**config.mk**
```make
export PLATFORM = sky130hd
export DESIGN_NAME = interrupt_sequencer
export DESIGN_NICKNAME = d
export VERILOG_FILES = /design/src/rtl/interrupt_sequencer.sv
export SDC_FILE = /design/constraint.sdc
export NUM_CORES = 1
export LEC_CHECK = 0
export ABC_AREA = 1
export CORE_MARGIN = 10
export CORE_UTILIZATION = 44
export DETAILED_ROUTE_END_ITERATION = 8
export GPL_ROUTABILITY_DRIVEN = 0
export GPL_TIMING_DRIVEN = 0
export PLACE_DENSITY_LB_ADDON = 0.08
export SETUP_SLACK_MARGIN = 0.5
export SLEW_MARGIN = 30
export SYNTH_ARGS = -nofsm -noshare
export SYNTH_HDL_FRONTEND = slang
export SYNTH_SLANG_ARGS = --single-unit
```
**constraint.sdc**
```tcl
create_clock -name clk -period 1.7 [get_ports clk]
set_input_delay 0.255 -clock clk [delete_from_list [all_inputs] [get_ports clk]]
set_output_delay 0.255 -clock clk [all_outputs]
set_load 0.01 [all_outputs]
```
**src/rtl/interrupt_sequencer.sv**
```systemverilog
// Interrupt entry/return sequencer for the 5-stage core: latches request pulses,
// drains the pipe, redirects to the handler vector and returns to the saved PC on RTI.
//
// state  | meaning
// IDLE   | normal execution, waiting for a vector plus a pending request
// DRAIN  | fetch held while in-flight instructions retire
// ENTER  | redirect to handler vector, ack the chosen source
// ISR    | handler running; new requests only pend
// RETURN | redirect back to the saved resume PC
module interrupt_sequencer #(
  parameter int NUM_SRC   = 4,
  parameter int ADDR_W    = 32,
  parameter int DRAIN_CYC = 3,
  localparam int ID_W     = (NUM_SRC > 1) ? $clog2(NUM_SRC) : 1,
  localparam int CNT_W    = $clog2(DRAIN_CYC + 1)
) (
  input  logic               clk,
  input  logic               rst_n,
  input  logic [NUM_SRC-1:0] irq_req,
  input  logic               rsi_ex,
  input  logic [ADDR_W-1:0]  rsi_vec,
  input  logic               rti_ex,
  input  logic [ADDR_W-1:0]  fetch_pc,
  output logic               stall_fetch,
  output logic               flush,
  output logic               redirect_valid,
  output logic [ADDR_W-1:0]  redirect_pc,
  output logic               in_isr,
  output logic [NUM_SRC-1:0] irq_ack,
  output logic [ID_W-1:0]    irq_id
);

  typedef enum logic [2:0] {
    S_IDLE,
    S_DRAIN,
    S_ENTER,
    S_ISR,
    S_RETURN
  } state_t;

  state_t             state, state_nx;
  logic [NUM_SRC-1:0] pending;
  logic [NUM_SRC-1:0] low_onehot;
  logic [ID_W-1:0]    low_idx;
  logic [ADDR_W-1:0]  vec;
  logic [ADDR_W-1:0]  epc;
  logic               vec_valid;
  logic [CNT_W-1:0]   cnt;

  // Lowest index wins: isolate the least significant set bit.
  assign low_onehot = pending & (~pending + NUM_SRC'(1));

  always_comb begin
    low_idx = '0;
    for (int i = NUM_SRC - 1; i >= 0; i--) begin
      if (pending[i]) low_idx = i[ID_W-1:0];
    end
  end

  always_ff @(posedge clk) begin
    if (!rst_n) state <= S_IDLE;
    else        state <= state_nx;
  end

  always_comb begin
    state_nx = state;
    case (state)
      S_IDLE:   if (vec_valid && (|pending)) state_nx = S_DRAIN;
      S_DRAIN:  if (cnt == '0) state_nx = S_ENTER;
      S_ENTER:  state_nx = S_ISR;
      S_ISR:    if (rti_ex) state_nx = S_RETURN;
      S_RETURN: state_nx = S_IDLE;
      default:  state_nx = S_IDLE;
    endcase
  end

  always_comb begin
    stall_fetch    = 1'b0;
    flush          = 1'b0;
    redirect_valid = 1'b0;
    redirect_pc    = '0;
    irq_ack        = '0;
    case (state)
      S_DRAIN: stall_fetch = 1'b1;
      S_ENTER: begin
        stall_fetch    = 1'b1;
        flush          = 1'b1;
        redirect_valid = 1'b1;
        redirect_pc    = vec;
        irq_ack        = low_onehot;
      end
      S_RETURN: begin
        flush          = 1'b1;
        redirect_valid = 1'b1;
        redirect_pc    = epc;
      end
      default: ;
    endcase
  end

  always_ff @(posedge clk) begin
    if (!rst_n) begin
      pending   <= '0;
      vec       <= '0;
      vec_valid <= 1'b0;
      epc       <= '0;
      irq_id    <= '0;
      in_isr    <= 1'b0;
      cnt       <= '0;
    end else begin
      // A fresh pulse on the source acked this cycle must survive the clear.
      pending <= (pending & ~irq_ack) | irq_req;
      if (rsi_ex) begin
        vec       <= rsi_vec;
        vec_valid <= 1'b1;
      end
      if (state == S_IDLE && state_nx == S_DRAIN)
        cnt <= CNT_W'(DRAIN_CYC - 1);
      else if (state == S_DRAIN && cnt != '0)
        cnt <= cnt - CNT_W'(1);
      // Late branches may still move fetch_pc during the drain; keep only the last one.
      if (state == S_DRAIN && cnt == '0)
        epc <= fetch_pc;
      if (state == S_ENTER) begin
        irq_id <= low_idx;
        in_isr <= 1'b1;
      end
      if (state == S_RETURN)
        in_isr <= 1'b0;
    end
  end

endmodule

```
==> results.json <==
{
  "cts.clk_slew.worst_paths_ps": 70,
  "avgSynthCellArea_sq_um": 7.79,
  "first_pass_iters": 5,
  "netSwitchingFraction_pct": 30.3,
  "hp-class": "in -> reg",
  "placedInstanceArea_sq_um": 4400,
  "viasPerCell": 5.26,
  "peakVddDrop_v": 0.000571,
  "sequentialPowerShare_pct": 43.8,
  "dpl.cell_count": 609,
  "outcome": "complete, but fails checks",
  "drt.antenna.violating_nets": 0,
  "drtIter0Drc": 183,
  "critical_path_class": "reg -> out",
  "p_clk_share_pct": 26.1,
  "finalCritPeriodShare_pct": 115,
  "slew_headroom_pct": 49.2,
  "fillers": 461,
  "leakagePower_nw": 2.31,
  "setup_viol": 35,
  "ys_seq_area_share_pct": 49.4,
  "reg2reg_slack_ps": 10,
  "die_area_sq_um": 10900,
  "slew_violations": 0,
  "arrival_ps": 1700,
  "num_vias": 3525,
  "cts_hold_buf": 0,
  "grt_max_degree": 12,
  "finalNonFillerCells": 670,
  "hold_viol": 0,
  "dp_hpwl_um": 7200,
  "comb_power_share_pct": 30.1,
  "maxCapViolations": 0,
  "p_int_mw": 3.37,
  "dieHeight_um": 104,
  "grtUsageTotal_pct": 21.1,
  "antenna_found_initial": 0,
  "skew_ps": 10.8,
  "yosysWarnings": 0,
  "synth_nets": 474,
  "max_freq_mhz": 511,
  "n_antenna_cell": 0,
  "drc": 0,
  "tightest_slew_ps": 762,
  "drive_gt1_share_pct": 35.4,
  "crit_fanout": 5,
  "rows": 30,
  "reg2reg_from": "state[1]",
  "rr_worst_depth": 11,
  "violations": "negative setup slack",
  "p_per_area_nw_per_um2": 898,
  "ys_types": 24,
  "cts_tree": "done",
  "rsz0062_at_grt": "true",
  "cts_buffers": 9,
  "end_kind": "primary output",
  "nets": 642,
  "wl_per_cell_um": 18.5,
  "clk_latency_ps": 360,
  "cts_root_buf": "clkbuf_8",
  "overflow": 0,
  "final_util_pct": 78.8,
  "worstHoldStart": "rst_n",
  "portBuffers": 112,
  "wl_um": 12400,
  "fin_ws_ps": -257,
  "io_pins": 114,
  "synth-seq-cells": 77,
  "coreArea_sq_um": 6830,
  "synthesis.area_sq_um": 3120,
  "rr_endpoint": "epc[21]",
  "switching_power_mw": 1.46,
  "htree_levels": 3,
  "die_w_um": 104,
  "stdcell_area_sq_um": 5390,
  "clockBufferDepth": 2,
  "syn_inst": 401,
  "clock_sinks": 77,
  "whs_path_depth": 3,
  "grt_pass1_vias": 3478,
  "initial_core_util_pct": 45.7,
  "min_period_ps": 1960,
  "critPathRequiredTime_ps": 1440,
  "area_growth_pct": 72.4,
  "hold_path_end": "epc[19]",
  "grt_pass1_wl_um": 18400,
  "start_kind": "flip-flop"
}
-- cell usage after synthesis, drive strengths merged --
cell      n  area [sq um]
clkinv    1          5.00
inv      15          56.3
nand3     5          37.5
dfxtp    77          1540
clkbuf   13          50.0
o21ai    68           340
nor4      1          6.26
buf      14           101
xor2      1          8.76
a21oi     9          45.0
nand2    17          63.8
nand4     2          12.5
nor2    144           556
a22o     32           280
and2      1          6.26
ha        1          12.5
-- layout by cell type (no fill, tap or decap), types with 2 or more instances in the layout --
cell,n
a21oi_1,4
a21oi_2,5
a22o_1,32
buf_12,6
buf_16,4
buf_2,32
buf_4,17
buf_6,30
buf_8,8
clkbuf_1,12
clkbuf_2,6
clkbuf_8,11
clkdlybuf4s50_1,69
dfxtp_1,73
dfxtp_4,3
inv_1,12
nand2_1,11
nand2_2,3
nand2_4,3
nand3_4,4
nand4_1,2
nor2_1,109
nor2_2,22
nor2_4,13
o21ai_0,37
o21ai_1,4
o21ai_2,27
-- how the worst max path moves through the flow --
stage / startpoint / endpoint / cells after the start
6_report: state[1] / redirect_pc[9] / 8
5_1_grt: state[1] / redirect_pc[9] / 8
4_1_cts: state[1] / redirect_pc[9] / 8
3_5_place_dp: state[2] / redirect_pc[11] / 6
3_3_place_gp: state[2] / redirect_pc[11] / 6
2_1_floorplan: state[2] / redirect_pc[0] / 5
-- flip-flops by register name, summed over array words and instances, names as in the netlist --
register and flops:
in_isr 1, epc 32, cnt 2, vec_valid 1
pending 4, irq_id 2, vec 32, state 3
-- critical path, cell delays in order (launching register included) --
cell,delay (ps)
dfxtp_4,360
buf_6,130
nand2_4,70
nor2_4,40
buf_12,130
buf_8,120
buf_6,110
a22o_1,260
buf_6,130
-- cells by family (layout without fill, tap and decap cells) --
kind of cell	count (synthesis)	count (layout)	synth area share [%]
compound gates	109	109	21.3
xor+xnor	1	1	0.280
fa+ha+maj	1	1	0.401
buf+inv	43	215	6.81
flops	77	77	49.4
simple gates	170	171	21.8
-- metrics by stage --
stage               setup TNS [ps]  hold WS (ps)  setup WS [ps]  total power [mW]
detailed placement           -9260           458           -267              3.00
finish                       -5260           252           -257              4.84
global route                 -6850           261           -283              5.03
floorplan                        0           372            444              2.60
CTS                          -3420           239           -198              4.58
global placement             -8550           451           -247              2.97
-- repair_timing --
item	4_1_cts	5_1_grt
setup endpoints to repair	110	95
setup buffers	29	7
resized for setup	275	69
cloned	9	0
pin swaps	35	36
-- layer usage --
layer	global-route usage [%]	wire, um	vias up
li1	-	-	1672
met1	24.1	4910	1671
met2	36.4	6330	150
met3	5.95	757	32
met4	8.15	394	0
met5	0	0	-
-- final cells by class --
class,instances,area (sq um),area share [%]
Clock inverter,1,5.00,0.0929
Buffer,27,250,4.65
Sequential cell,77,1550,28.9
Multi-Input combinational cell,282,1710,31.7
Inverter,16,82.6,1.53
Timing Repair Buffer,156,1500,27.9
Clock buffer,15,166,3.09
Tap cell,96,120,2.23
-- power groups by stage --
stage	clock network [mW]	registers (mW)	logic, mW
after floorplan	0	2.10	0.492
after global placement	0	2.12	0.859
after detailed placement	0	2.12	0.879
after CTS	1.25	2.09	1.24
after global routing	1.34	2.13	1.55
final	1.26	2.12	1.45
(Power assumes the default switching activity.)
